**src/rtl/dircc_msg_pkg.sv**
```systemverilog
`default_nettype none
// ----------------------------------------------------------------------------
// Module   : dircc_msg_pkg
// Purpose  : Shared state type, header layout and defaults for the RX DMA.
// Revision : 1.0 - initial release
// ----------------------------------------------------------------------------
package dircc_msg_pkg;

    localparam logic [14:0] DEF_BASE_ADDR  = 15'h4000;
    localparam int          DEF_SLOT_WORDS = 32;
    localparam int          DEF_NUM_SLOTS  = 8;

    localparam int HDR_TRUNC_BIT = 15;
    localparam int HDR_LEN_MSB   = 7;

    typedef enum logic [1:0] {
        ST_IDLE    = 2'd0,
        ST_PAYLOAD = 2'd1,
        ST_HEADER  = 2'd2,
        ST_DROP    = 2'd3
    } rx_state_e;

    function automatic logic [15:0] make_header(input logic trunc,
                                                input logic [HDR_LEN_MSB:0] len);
        logic [15:0] h;
        h                  = '0;
        h[HDR_TRUNC_BIT]   = trunc;
        h[HDR_LEN_MSB:0]   = len;
        return h;
    endfunction

endpackage
`default_nettype wire

```
**src/rtl/dircc_msg_slot_ring.sv**
```systemverilog
`default_nettype none
// ----------------------------------------------------------------------------
// Module   : dircc_msg_slot_ring
// Purpose  : Write-slot pointer, full-slot count and commit/release arbitration.
// Revision : 1.0 - initial release
// ----------------------------------------------------------------------------
module dircc_msg_slot_ring
    import dircc_msg_pkg::*;
#(
    parameter  int NUM_SLOTS = DEF_NUM_SLOTS,
    localparam int SW        = (NUM_SLOTS > 1) ? $clog2(NUM_SLOTS) : 1
) (
    input  logic          clk,
    input  logic          reset_n,
    input  logic          commit,
    input  logic          rel,
    output logic [SW-1:0] wr_slot,
    output logic [4:0]    fill_count,
    output logic          full
);

    localparam logic [4:0] FILL_MAX = 5'(NUM_SLOTS);

    logic [SW-1:0] wr_slot_q, wr_slot_d;
    logic [4:0]    fill_q, fill_d;
    logic          commit_q;
    logic          inc, dec;

    // The slot pointer moves at once so a back-to-back packet lands in the
    // next slot; the count follows one cycle later with the header write.
    always_comb begin
        wr_slot_d = wr_slot_q;
        if (commit) begin
            wr_slot_d = wr_slot_q + SW'(1);
        end
        inc    = commit_q && (fill_q != FILL_MAX);
        dec    = rel && (fill_q != 5'd0);
        fill_d = fill_q;
        if (inc && !dec) begin
            fill_d = fill_q + 5'd1;
        end else if (dec && !inc) begin
            fill_d = fill_q - 5'd1;
        end
    end

    always_ff @(posedge clk or negedge reset_n) begin
        if (!reset_n) begin
            wr_slot_q <= '0;
            fill_q    <= '0;
            commit_q  <= 1'b0;
        end else begin
            wr_slot_q <= wr_slot_d;
            fill_q    <= fill_d;
            commit_q  <= commit;
        end
    end

    // A commit still in flight already owns its slot.
    assign full       = (fill_q == FILL_MAX) ||
                        (commit_q && (fill_q == FILL_MAX - 5'd1));
    assign wr_slot    = wr_slot_q;
    assign fill_count = fill_q;

endmodule
`default_nettype wire

```
**src/rtl/dircc_msg_rx_dma.sv**
```systemverilog
`default_nettype none
// ----------------------------------------------------------------------------
// Module   : dircc_msg_rx_dma
// Purpose  : Packet stream to slot-ring DMA; optional irq via DIRCC_MSG_RX_IRQ_EN.
// Revision : 1.0 - initial release
// ----------------------------------------------------------------------------
module dircc_msg_rx_dma
    import dircc_msg_pkg::*;
#(
    parameter logic [14:0] BASE_ADDR  = DEF_BASE_ADDR,
    parameter int          SLOT_WORDS = DEF_SLOT_WORDS,
    parameter int          NUM_SLOTS  = DEF_NUM_SLOTS
) (
    input  logic        clk,
    input  logic        reset_n,
    input  logic        in_valid,
    output logic        in_ready,
    input  logic [15:0] in_data,
    input  logic        in_sop,
    input  logic        in_eop,
    output logic [14:0] mem_address,
    output logic        mem_chipselect,
    output logic        mem_write,
    output logic        mem_clken,
    output logic [15:0] mem_writedata,
    output logic [1:0]  mem_byteenable,
    input  logic        rel,
    output logic [4:0]  fill_count,
    output logic [15:0] drop_count,
    output logic        irq
);

    localparam int         SW       = (NUM_SLOTS > 1) ? $clog2(NUM_SLOTS) : 1;
    localparam logic [7:0] LAST_LEN = 8'(SLOT_WORDS - 1);

    rx_state_e     state_q, state_d;
    logic [7:0]    len_q, len_d;
    logic          trunc_q, trunc_d;
    logic [15:0]   drop_q, drop_d;
    logic          in_ready_q, in_ready_d;
    logic          mem_we_q, mem_we_d;
    logic [14:0]   mem_addr_q, mem_addr_d;
    logic [15:0]   mem_wdata_q, mem_wdata_d;

    logic          accept;
    logic          commit;
    logic          ring_full;
    logic [SW-1:0] wr_slot;
    logic [14:0]   slot_base;

    assign accept    = in_valid && in_ready_q;
    assign commit    = (state_q == ST_HEADER);
    assign slot_base = BASE_ADDR + (15'(wr_slot) * 15'(SLOT_WORDS));

    dircc_msg_slot_ring #(
        .NUM_SLOTS (NUM_SLOTS)
    ) u_ring (
        .clk        (clk),
        .reset_n    (reset_n),
        .commit     (commit),
        .rel        (rel),
        .wr_slot    (wr_slot),
        .fill_count (fill_count),
        .full       (ring_full)
    );

    always_comb begin
        state_d     = state_q;
        len_d       = len_q;
        trunc_d     = trunc_q;
        drop_d      = drop_q;
        mem_we_d    = 1'b0;
        mem_addr_d  = mem_addr_q;
        mem_wdata_d = mem_wdata_q;
        case (state_q)
            ST_IDLE: begin
                if (accept && in_sop) begin
                    if (!ring_full) begin
                        mem_we_d    = 1'b1;
                        mem_addr_d  = slot_base + 15'd1;
                        mem_wdata_d = in_data;
                        len_d       = 8'd1;
                        state_d     = in_eop ? ST_HEADER : ST_PAYLOAD;
                    end else begin
                        if (drop_q != 16'hFFFF) begin
                            drop_d = drop_q + 16'd1;
                        end
                        if (!in_eop) begin
                            state_d = ST_DROP;
                        end
                    end
                end
            end
            ST_PAYLOAD: begin
                if (accept) begin
                    mem_we_d    = 1'b1;
                    mem_addr_d  = slot_base + 15'd1 + 15'(len_q);
                    mem_wdata_d = in_data;
                    len_d       = len_q + 8'd1;
                    if (in_eop) begin
                        state_d = ST_HEADER;
                    end else if (len_d == LAST_LEN) begin
                        trunc_d = 1'b1;
                        state_d = ST_DROP;
                    end
                end
            end
            ST_DROP: begin
                if (accept && in_eop) begin
                    state_d = trunc_q ? ST_HEADER : ST_IDLE;
                end
            end
            ST_HEADER: begin
                mem_we_d    = 1'b1;
                mem_addr_d  = slot_base;
                mem_wdata_d = make_header(trunc_q, len_q);
                trunc_d     = 1'b0;
                state_d     = ST_IDLE;
            end
            default: begin
                state_d = ST_IDLE;
            end
        endcase
        in_ready_d = (state_d != ST_HEADER);
    end

    always_ff @(posedge clk or negedge reset_n) begin
        if (!reset_n) begin
            state_q     <= ST_IDLE;
            len_q       <= '0;
            trunc_q     <= 1'b0;
            drop_q      <= '0;
            in_ready_q  <= 1'b0;
            mem_we_q    <= 1'b0;
            mem_addr_q  <= '0;
            mem_wdata_q <= '0;
        end else begin
            state_q     <= state_d;
            len_q       <= len_d;
            trunc_q     <= trunc_d;
            drop_q      <= drop_d;
            in_ready_q  <= in_ready_d;
            mem_we_q    <= mem_we_d;
            mem_addr_q  <= mem_addr_d;
            mem_wdata_q <= mem_wdata_d;
        end
    end

    assign in_ready       = in_ready_q;
    assign mem_address    = mem_addr_q;
    assign mem_chipselect = mem_we_q;
    assign mem_write      = mem_we_q;
    assign mem_clken      = mem_we_q;
    assign mem_writedata  = mem_wdata_q;
    assign mem_byteenable = 2'b11;
    assign drop_count     = drop_q;

`ifdef DIRCC_MSG_RX_IRQ_EN
    logic irq_q, irq_d;
    assign irq_d = (fill_count != 5'd0);
    always_ff @(posedge clk or negedge reset_n) begin
        if (!reset_n) begin
            irq_q <= 1'b0;
        end else begin
            irq_q <= irq_d;
        end
    end
    assign irq = irq_q;
`else
    assign irq = 1'b0;
`endif

endmodule
`default_nettype wire

```
**config.mk**
```make
export PLATFORM = sky130hd
export DESIGN_NAME = dircc_msg_rx_dma
export DESIGN_NICKNAME = d
export VERILOG_FILES = /design/src/rtl/dircc_msg_pkg.sv /design/src/rtl/dircc_msg_slot_ring.sv /design/src/rtl/dircc_msg_rx_dma.sv
export SDC_FILE = /design/constraint.sdc
export NUM_CORES = 1
export LEC_CHECK = 0
export ABC_CLOCK_PERIOD_IN_PS = 7100
export CORE_AREA = 2 2 88 90
export CTS_BUF_LIST = sky130_fd_sc_hd__clkbuf_8
export CTS_CLUSTER_DIAMETER = 30
export DETAILED_ROUTE_END_ITERATION = 10
export DIE_AREA = 0 0 90 92
export GPL_TIMING_DRIVEN = 0
export MAX_ROUTING_LAYER = met4
export PLACE_DENSITY = 0.78
export SLEW_MARGIN = 20
export SYNTH_ARGS = -nofsm -noshare
export SYNTH_HDL_FRONTEND = slang
export SYNTH_HIERARCHICAL = 1
export SYNTH_SLANG_ARGS = --single-unit
```
**constraint.sdc**
```tcl
create_clock -name clk -period 7.1 [get_ports clk]
set_input_delay 2.13 -clock clk [delete_from_list [all_inputs] [get_ports clk]]
set_output_delay 2.13 -clock clk [all_outputs]
set_load 0.005 [all_outputs]
```
==> run metrics, run 1 <==
outcome completed; Register Area 1600 um2; Synth Flop Type dfrtp_1; maximum VDD drop 0.211 mV; Hold Path Depth 2; initial core utilization 0.476; slew margin rel. 0.517; endpoints failing hold 0; Final period util 0.556; largest net degree at the start of global routing 36; WL/cell 14.1 um; DIE AREA 8280 um2; number of synthesis warnings 6; Placed Cells 543; critical path startpoint category primary input; Root Buffer clkbuf_8; via density per instance 5.29; commonest non-fill, non-tap cells in the layout clkdlybuf4s50_1 (71), dfrtp_1 (64), nand2_1 (55), o21ai_0 (23), nand3_1 (20); Nets 490; GRT Util Overall 0.208; RePlAce Congestion 0.836; required time worst endpoint 7.31 ns; CTS max path bufs 2; synthesized area 3550 um2; commonest non-fill, non-tap cell in the layout clkdlybuf4s50_1; Fin Hold WS 0.467 ns; Post-synth EDFFs 0; clock tree sinks 64; launch point of the worst reg-to-reg path u_ring/fill_count[0]; Total Power 1.73 mW; Die H 92 um; hold-fix buffers at CTS 0; Syn Inst Count 362; residual DRC count 0; Post-Layout Cell Count 559; Slew Limit Fails 0; CTS clk-pin slew, worst paths 0.07 ns; post-cts resize count 0; antenna diode count 0; vias in the first global route 2925; Reg2Reg Depth 9; CORE AREA 7450 um2; unrepaired setup endpoints after global routing false; chip width 90 um; cell area power density 368 nW/um2; setup violators final 0; worst slew pin tran 0.724 ns; synthesis-to-layout area growth 32.2%; H-tree levels 3; leakage power 2.01 nW; DRT Pass-1 Iters 4; share of cells above drive strength 1 0.101; number of distinct library cells after synthesis 63; port bufs 72; routed wire length 7.88 mm; Fillers 596; async set-reset flop share out of synthesis 1.00; Multi-input gate area 1760 um2; Clk Latency, worst-skew pair 0.34 ns; maxcap violations 0; WS Path Type primary input to flop; Worst EP arrival 4.16 ns; Critical Path Fanout Max 7; DR vias 2956; initial antenna violation count 0; Post-CTS Setup Inserts 0; hpwl dp 5.88 mm; end of the worst register-to-register path u_ring/fill_count[4]; number of synthesized register bits 64; iteration-0 DRC count of the detailed router 122; highest clock rate 0.253 GHz; clk_skew 0.0120 ns; total grt overflow 0; Rows 32; boundary pin count 81; sequential area share after synthesis 0.451; Antenna Nets Post-Route 0; total negative slack 0 ns; CTS tree done; Crit. End Element flop; crit path time final 3.95 ns; Inserted Clock Buffers 9; class of the worst hold path flop to flop; flop-to-flop setup slack 4.41 ns; first-pass GRT wire length 13.6 mm; hold path start mem_writedata[9]; Synth Area per Inst 9.80 um2; worst hold endpoint mem_writedata[9]
[layout make-up]
cell class | instances | share of cell area
Buffer | 25 | 0.0360
Clock buffer | 10 | 0.0293
Clock inverter | 6 | 0.0245
Inverter | 10 | 0.00800
Multi-Input combinational cell | 269 | 0.376
Sequential cell | 64 | 0.342
Tap cell | 102 | 0.0272
Timing Repair Buffer | 73 | 0.157
[state kept, by name (all words and copies together) (netlist names)]
name,count
mem_chipselect,1
u_ring/wr_slot,3
drop_count,16
u_ring/commit_q,1
u_ring/fill_count,5
len_q,8
mem_writedata,16
state_q,2
trunc_q,1
in_ready,1
mem_address,10
[routing by layer]
| metal | track usage | up-vias | part of all wire |
|---|---|---|---|
| met1 | 0.262 | 1413 | 0.45 |
| met3 | 0.0435 | 8 | 0.051 |
| met4 | 0.0705 | 0 | 0.010 |
| li1 | - | 1449 | - |
| met5 | - | - | 0 |
| met2 | 0.338 | 86 | 0.49 |
[synthesized netlist by cell type (all sizes together), types with 3 or more instances]
cell type | instances | area (um2)
or4 | 3 | 26.3
and3 | 3 | 18.8
nor4 | 4 | 25.0
nand2b | 4 | 25.0
o21ai | 25 | 129
a21oi | 19 | 95.1
nor2 | 12 | 45.0
a2bb2oi | 3 | 26.3
nand4 | 7 | 58.8
nor3 | 5 | 35.0
o211ai | 4 | 35.0
nand3 | 20 | 100
mux2i | 10 | 100
a21o | 4 | 31.3
buf | 13 | 95.1
clkbuf | 11 | 41.3
nand2 | 55 | 206
mux2 | 4 | 45.0
and2 | 3 | 18.8
xnor2 | 17 | 149
dfrtp | 64 | 1600
inv | 9 | 33.8
and4 | 3 | 26.3
o31ai | 11 | 82.6
xor2 | 6 | 52.6
ha | 15 | 188
[worst max-delay path: stages]
cell,delay [ns]
clkdlybuf4s50_1,0.47
nand2_1,0.06
ha_1,0.25
inv_1,0.18
ha_1,0.33
or4_1,0.55
o211ai_2,0.09
o211ai_1,0.10
[logic make-up after synthesis]
| group | share of synthesized area |
|---|---|
| and+or+nand+nor | 0.186 |
| AOI/OAI and AO/OA | 0.146 |
| DFF | 0.451 |
| buffers and inverters | 0.0582 |
| xor gates and xnor gates | 0.0568 |
| adders and majority gates | 0.0585 |
| muxes | 0.0409 |
| other | 0.00212 |
[per-stage QoR]
| stage | instance area, um2 | utilization | setup slack (ns) |
|---|---|---|---|
| after floorplan | 3570 | - | 3.45 |
| after global placement | 4420 | 0.593 | 1.81 |
| after detailed placement | 4440 | 0.596 | 2.83 |
| after CTS | 4690 | 0.630 | 3.18 |
| after global routing | 4690 | 0.630 | 3.05 |
| final | 4690 | 0.630 | 3.15 |
[worst max-delay path by stage]
stage                       start                    to  slack [ns]  depth (start not counted)
after global placement    reset_n      mem_writedata[0]        1.81                          1
after CTS                     rel  u_ring/fill_count[4]        3.18                          8
after detailed placement      rel  u_ring/fill_count[4]        2.83                          8
after global routing          rel  u_ring/fill_count[4]        3.05                          8
after floorplan               rel  u_ring/fill_count[4]        3.45                          7
final                         rel  u_ring/fill_count[4]        3.15                          8
[where the power goes]
| part | switching (mW) | internal [mW] | total, mW |
|---|---|---|---|
| logic | 0.376 | 0.398 | 0.773 |
| registers | 0.0948 | 0.468 | 0.563 |
| clock network | 0.145 | 0.245 | 0.390 |
| total | 0.615 | 1.11 | 1.73 |
No activity file was read; power rests on OpenSTA's default activity.
==> inputs of run 2 (changes only) <==
ABC_CLOCK_PERIOD_IN_PS = 3500   (was 7100)
CORE_AREA = 2 2 90 92   (was 2 2 88 90)
DIE_AREA = 0 0 92 94   (was 0 0 90 92)
clock period = 3.5 ns   (was 7.1 ns; I/O delays follow)
==> run metrics, run 2 (same netlist as run 1, synthesis figures left out) <==
outcome completed; Worst EP arrival 3.05 ns (-1.11 ns); worst slew pin tran 0.688 ns (-0.0362 ns); maxcap violations 0 (unchanged); commonest non-fill, non-tap cells in the layout clkdlybuf4s50_1 (71), dfrtp_1 (64), nand2_1 (55), o21ai_0 (23), nand3_1 (20); setup ws final 0.667 ns (-2.48 ns); CTS tree done; Die H 94 um (+2.2%); initial core utilization 0.466 (-0.0100); class of the worst hold path flop to flop; maximum VDD drop 0.353 mV (+67%); share of cells above drive strength 1 0.0963 (-0.00438); RePlAce Congestion 0.850 (+1.7%); crit path time final 2.83 ns; WS Path Type primary input to flop; unrepaired setup endpoints after global routing false; Fillers 671 (+13%); hold-fix buffers at CTS 0 (unchanged); setup violators final 0 (unchanged); Clk Latency, worst-skew pair 0.35 ns (about the same); CTS max path bufs 2 (unchanged); worst hold endpoint mem_writedata[14]; clock tree sinks 64 (unchanged); required time worst endpoint 3.72 ns (-3.59 ns); routed wire length 8.45 mm (+7.2%); end of the worst register-to-register path u_ring/fill_count[4]; boundary pin count 81 (unchanged); Register Area 1600 um2 (unchanged); Rows 32 (unchanged); Root Buffer clkbuf_8; commonest non-fill, non-tap cell in the layout clkdlybuf4s50_1; hold path start mem_writedata[14]; Post-CTS Setup Inserts 0 (unchanged); synthesis-to-layout area growth 31.9%; Post-Layout Cell Count 559 (unchanged); total grt overflow 0 (unchanged); flop-to-flop setup slack 0.82 ns (-3.59 ns); slew margin rel. 0.539 (+0.0220); initial antenna violation count 0 (unchanged); hpwl dp 6.14 mm (+4.4%); DRT Pass-1 Iters 4 (unchanged); Inserted Clock Buffers 9 (unchanged); Multi-input gate area 1760 um2 (unchanged); vias in the first global route 2915 (-0.34%); Slew Limit Fails 0 (unchanged); clk_skew 0.0105 ns (-0.00151 ns); Antenna Nets Post-Route 0 (unchanged); leakage power 2.01 nW (about the same); CORE AREA 7610 um2 (+2.2%); Hold Path Depth 2 (unchanged); port bufs 72 (unchanged); Critical Path Fanout Max 7 (unchanged); Reg2Reg Depth 9 (unchanged); chip width 92 um (+2.2%); endpoints failing hold 0 (unchanged); first-pass GRT wire length 14.0 mm (+2.5%); critical path startpoint category primary input; H-tree levels 3 (unchanged); largest net degree at the start of global routing 48 (+33%); residual DRC count 0 (unchanged); highest clock rate 0.353 GHz; Crit. End Element flop; launch point of the worst reg-to-reg path u_ring/fill_count[0]; Final period util 0.809; Nets 490 (unchanged); iteration-0 DRC count of the detailed router 222 (+82%); GRT Util Overall 0.211 (+0.00302); CTS clk-pin slew, worst paths 0.07 ns (about the same); DIE AREA 8650 um2 (+4.4%); Placed Cells 543 (unchanged); WL/cell 15.1 um (+7.2%); DR vias 2993 (+1.3%); via density per instance 5.35 (+1.3%); cell area power density 748 nW/um2 (+100%); post-cts resize count 0 (unchanged); antenna diode count 0 (unchanged); pre-CTS WS 0.324 ns (-2.50 ns)
[run 2: layer usage]
metal  vias up  wire (um)  GRT usage  share of wire
met5         -          0          -              0
met4         0        138     0.0759          0.016
met3        10        569     0.0586          0.067
met2       112       3960      0.339           0.47
met1      1430       3770      0.258           0.45
li1       1441          -          -              -
[run 2: worst max path at each step]
| stage | slack, ns | start | endpoint |
|---|---|---|---|
| after floorplan | 0.93 | rel | u_ring/fill_count[4] |
| after detailed placement | 0.32 | rel | u_ring/fill_count[4] |
| final | 0.67 | rel | u_ring/fill_count[4] |
| after CTS | 0.70 | rel | u_ring/fill_count[4] |
| after global routing | 0.58 | in_valid | mem_address[2] |
| after global placement | -0.72 | reset_n | mem_writedata[5] |
[run 2: power breakdown]
group | internal (mW) | total, mW | switching (mW)
clock network | 0.468 | 0.762 | 0.294
registers | 0.950 | 1.15 | 0.200
logic | 0.808 | 1.59 | 0.781
total | 2.23 | 3.50 | 1.28
[run 2: layout make-up]
type                    count  share of cell area
clock inverters             7              0.0241
repair buffers             73               0.159
inverters                  10             0.00802
multi-input cells         269               0.377
flip-flops and latches     64               0.342
clock buffers               9              0.0265
plain buffers              25              0.0361
well taps                 102              0.0273
[run 2: stage by stage]
| step | hold WS [ns] | TNS (ns) | cell area (um2) | power, mW | utilization |
|---|---|---|---|---|---|
| after CTS | 0.473 | 0 | 4680 | 3.52 | 0.615 |
| after global routing | 0.500 | 0 | 4680 | 3.75 | 0.615 |
| after global placement | 0.450 | -45.58 | 4420 | 2.68 | 0.581 |
| after floorplan | 0.459 | 0 | 3570 | 2.10 | - |
| after detailed placement | 0.456 | 0 | 4440 | 2.74 | 0.584 |
| final | 0.469 | 0 | 4680 | 3.50 | 0.615 |
[run 2: critical path, stage by stage]
cell             delay (ns)
clkdlybuf4s50_1        0.45
nand2_1                0.05
ha_1                   0.25
inv_1                  0.19
ha_1                   0.34
or4_1                  0.54
o211ai_2               0.09
o211ai_1               0.10
==> inputs of run 3 (changes only) <==
ABC_CLOCK_PERIOD_IN_PS = 2470   (was 3500)
clock period = 2.47 ns   (was 3.5 ns; I/O delays follow)
==> run metrics, run 3 (same netlist as run 1, synthesis figures left out) <==
outcome completed; DR vias 3018 (+0.84%); Critical Path Fanout Max 7 (unchanged); hpwl dp 6.14 mm (unchanged); Nets 494 (+0.82%); Total Power 5.09 mW (+45%); maximum VDD drop 0.504 mV (+43%); launch point of the worst reg-to-reg path u_ring/fill_count[0]; Rows 32 (unchanged); commonest non-fill, non-tap cell in the layout clkdlybuf4s50_1; CTS tree done; CTS max path bufs 2 (unchanged); vias in the first global route 2939 (+0.82%); maxcap violations 0 (unchanged); critical path startpoint category flop; CTS clk-pin slew, worst paths 0.07 ns (about the same); worst slew pin tran 0.687 ns (-0.00128 ns); slew margin rel. 0.542 (+0.00299); WS Path Type flop to flop; Antenna Nets Post-Route 0 (unchanged); Fillers 652 (-2.8%); highest clock rate 0.418 GHz; first-pass GRT wire length 14.1 mm (+0.79%); hold-fix buffers at CTS 0 (unchanged); DIE AREA 8650 um2 (unchanged); class of the worst hold path primary input to asynchronous set/reset pin; initial antenna violation count 0 (unchanged); Final period util 0.968; Worst EP arrival 2.61 ns (-0.44 ns); setup violators final 0 (unchanged); WL/cell 15.2 um (+0.78%); end of the worst register-to-register path u_ring/fill_count[4]; fin util 0.626 (+0.0110); port bufs 72 (unchanged); required time worst endpoint 2.69 ns (-1.03 ns); clock tree sinks 64 (unchanged); total grt overflow 0 (unchanged); RePlAce Congestion 0.850 (unchanged); routed wire length 8.57 mm (+1.5%); flop-to-flop setup slack 0.08 ns (-0.74 ns); antenna diode count 0 (unchanged); via density per instance 5.36 (+0.12%); CORE AREA 7610 um2 (unchanged); residual DRC count 0 (unchanged); synthesis-to-layout area growth 34.3%; clk_skew 0.0106 ns (+0.000123 ns); Inserted Clock Buffers 9 (unchanged); Register Area 1600 um2 (+0.16%); Root Buffer clkbuf_8; iteration-0 DRC count of the detailed router 205 (-7.7%); GRT Util Overall 0.213 (+0.00143); share of cells above drive strength 1 0.137 (+0.0404); Crit. End Element flop; H-tree levels 3 (unchanged); leakage power 2.04 nW (+1.6%); initial core utilization 0.466 (unchanged); largest net degree at the start of global routing 48 (unchanged); Multi-input gate area 1810 um2 (+2.4%); chip width 92 um (unchanged); endpoints failing hold 0 (unchanged); commonest non-fill, non-tap cells in the layout clkdlybuf4s50_1 (71), dfrtp_1 (62), nand2_1 (55), o21ai_0 (23), nand3_1 (20); DRT Pass-1 Iters 4 (unchanged); crit path time final 2.39 ns; Reg2Reg Depth 9 (unchanged); cell area power density 1070 nW/um2 (+43%); Slew Limit Fails 0 (unchanged); Die H 94 um (unchanged); boundary pin count 81 (unchanged); Clk Latency, worst-skew pair 0.35 ns (about the same)
run 3: changes by cell type in the layout (fill, tap and decap cells not counted), sizes merged:
cell	change
buf	+5
clkbuf	-1
run 3: worst max path at each step:
stage,from,to,cells past startpoint
floorplan,u_ring/fill_count[0],u_ring/fill_count[4],9
global placement,reset_n,mem_writedata[5],1
detailed placement,rel,u_ring/fill_count[4],8
CTS,in_valid,mem_address[1],8
global route,u_ring/fill_count[0],u_ring/fill_count[4],9
finish,u_ring/fill_count[0],u_ring/fill_count[4],9
run 3: report_power, final:
group | internal, mW | switching [mW] | leakage, nW
Sequential | 1.35 | 0.298 | 0.825
Combinational | 1.22 | 1.14 | 1.10
Clock | 0.663 | 0.416 | 0.118
run 3: layout make-up:
class / count / area share
repair buffers: 78 / 0.164
plain buffers: 24 / 0.0357
inverters: 10 / 0.00788
clock buffers: 9 / 0.0260
well taps: 102 / 0.0268
multi-input cells: 269 / 0.379
clock inverters: 7 / 0.0236
flip-flops and latches: 64 / 0.337
run 3: metrics by stage:
stage	hold slack [ns]	setup TNS (ns)	instances	area [um2]	worst slack (ns)
4_1_cts	0.262	0	559	4700	0.0437
6_report	0.266	0	563	4760	0.0797
3_3_place_gp	0.450	-101.88	542	4420	-1.44
2_1_floorplan	0.445	0	368	3570	0.0521
3_5_place_dp	0.456	-10.93	543	4440	-0.397
5_1_grt	0.259	-0.0141	563	4760	-0.0141
run 3: repair_timing:
action,4_1_cts,5_1_grt
setup buffers,0,5
endpoints found under the setup margin,22,35
gates resized for setup,6,14
endpoints found under the hold margin,0,0
pin swaps,0,1
run 3: worst max-delay path, cell delays in order (launching register included):
cell,delay [ns]
dfrtp_2,0.47
nor4_4,0.31
nand2b_1,0.08
nand2_1,0.08
ha_2,0.23
inv_2,0.09
ha_2,0.31
or4_1,0.53
o211ai_2,0.08
o211ai_1,0.10
run 3: metal layers:
layer,up-vias,global-route usage,share of wire
li1,1457,-,-
met1,1437,0.259,0.44
met2,114,0.341,0.48
met3,10,0.0594,0.067
met4,0,0.0784,0.016
met5,-,-,0
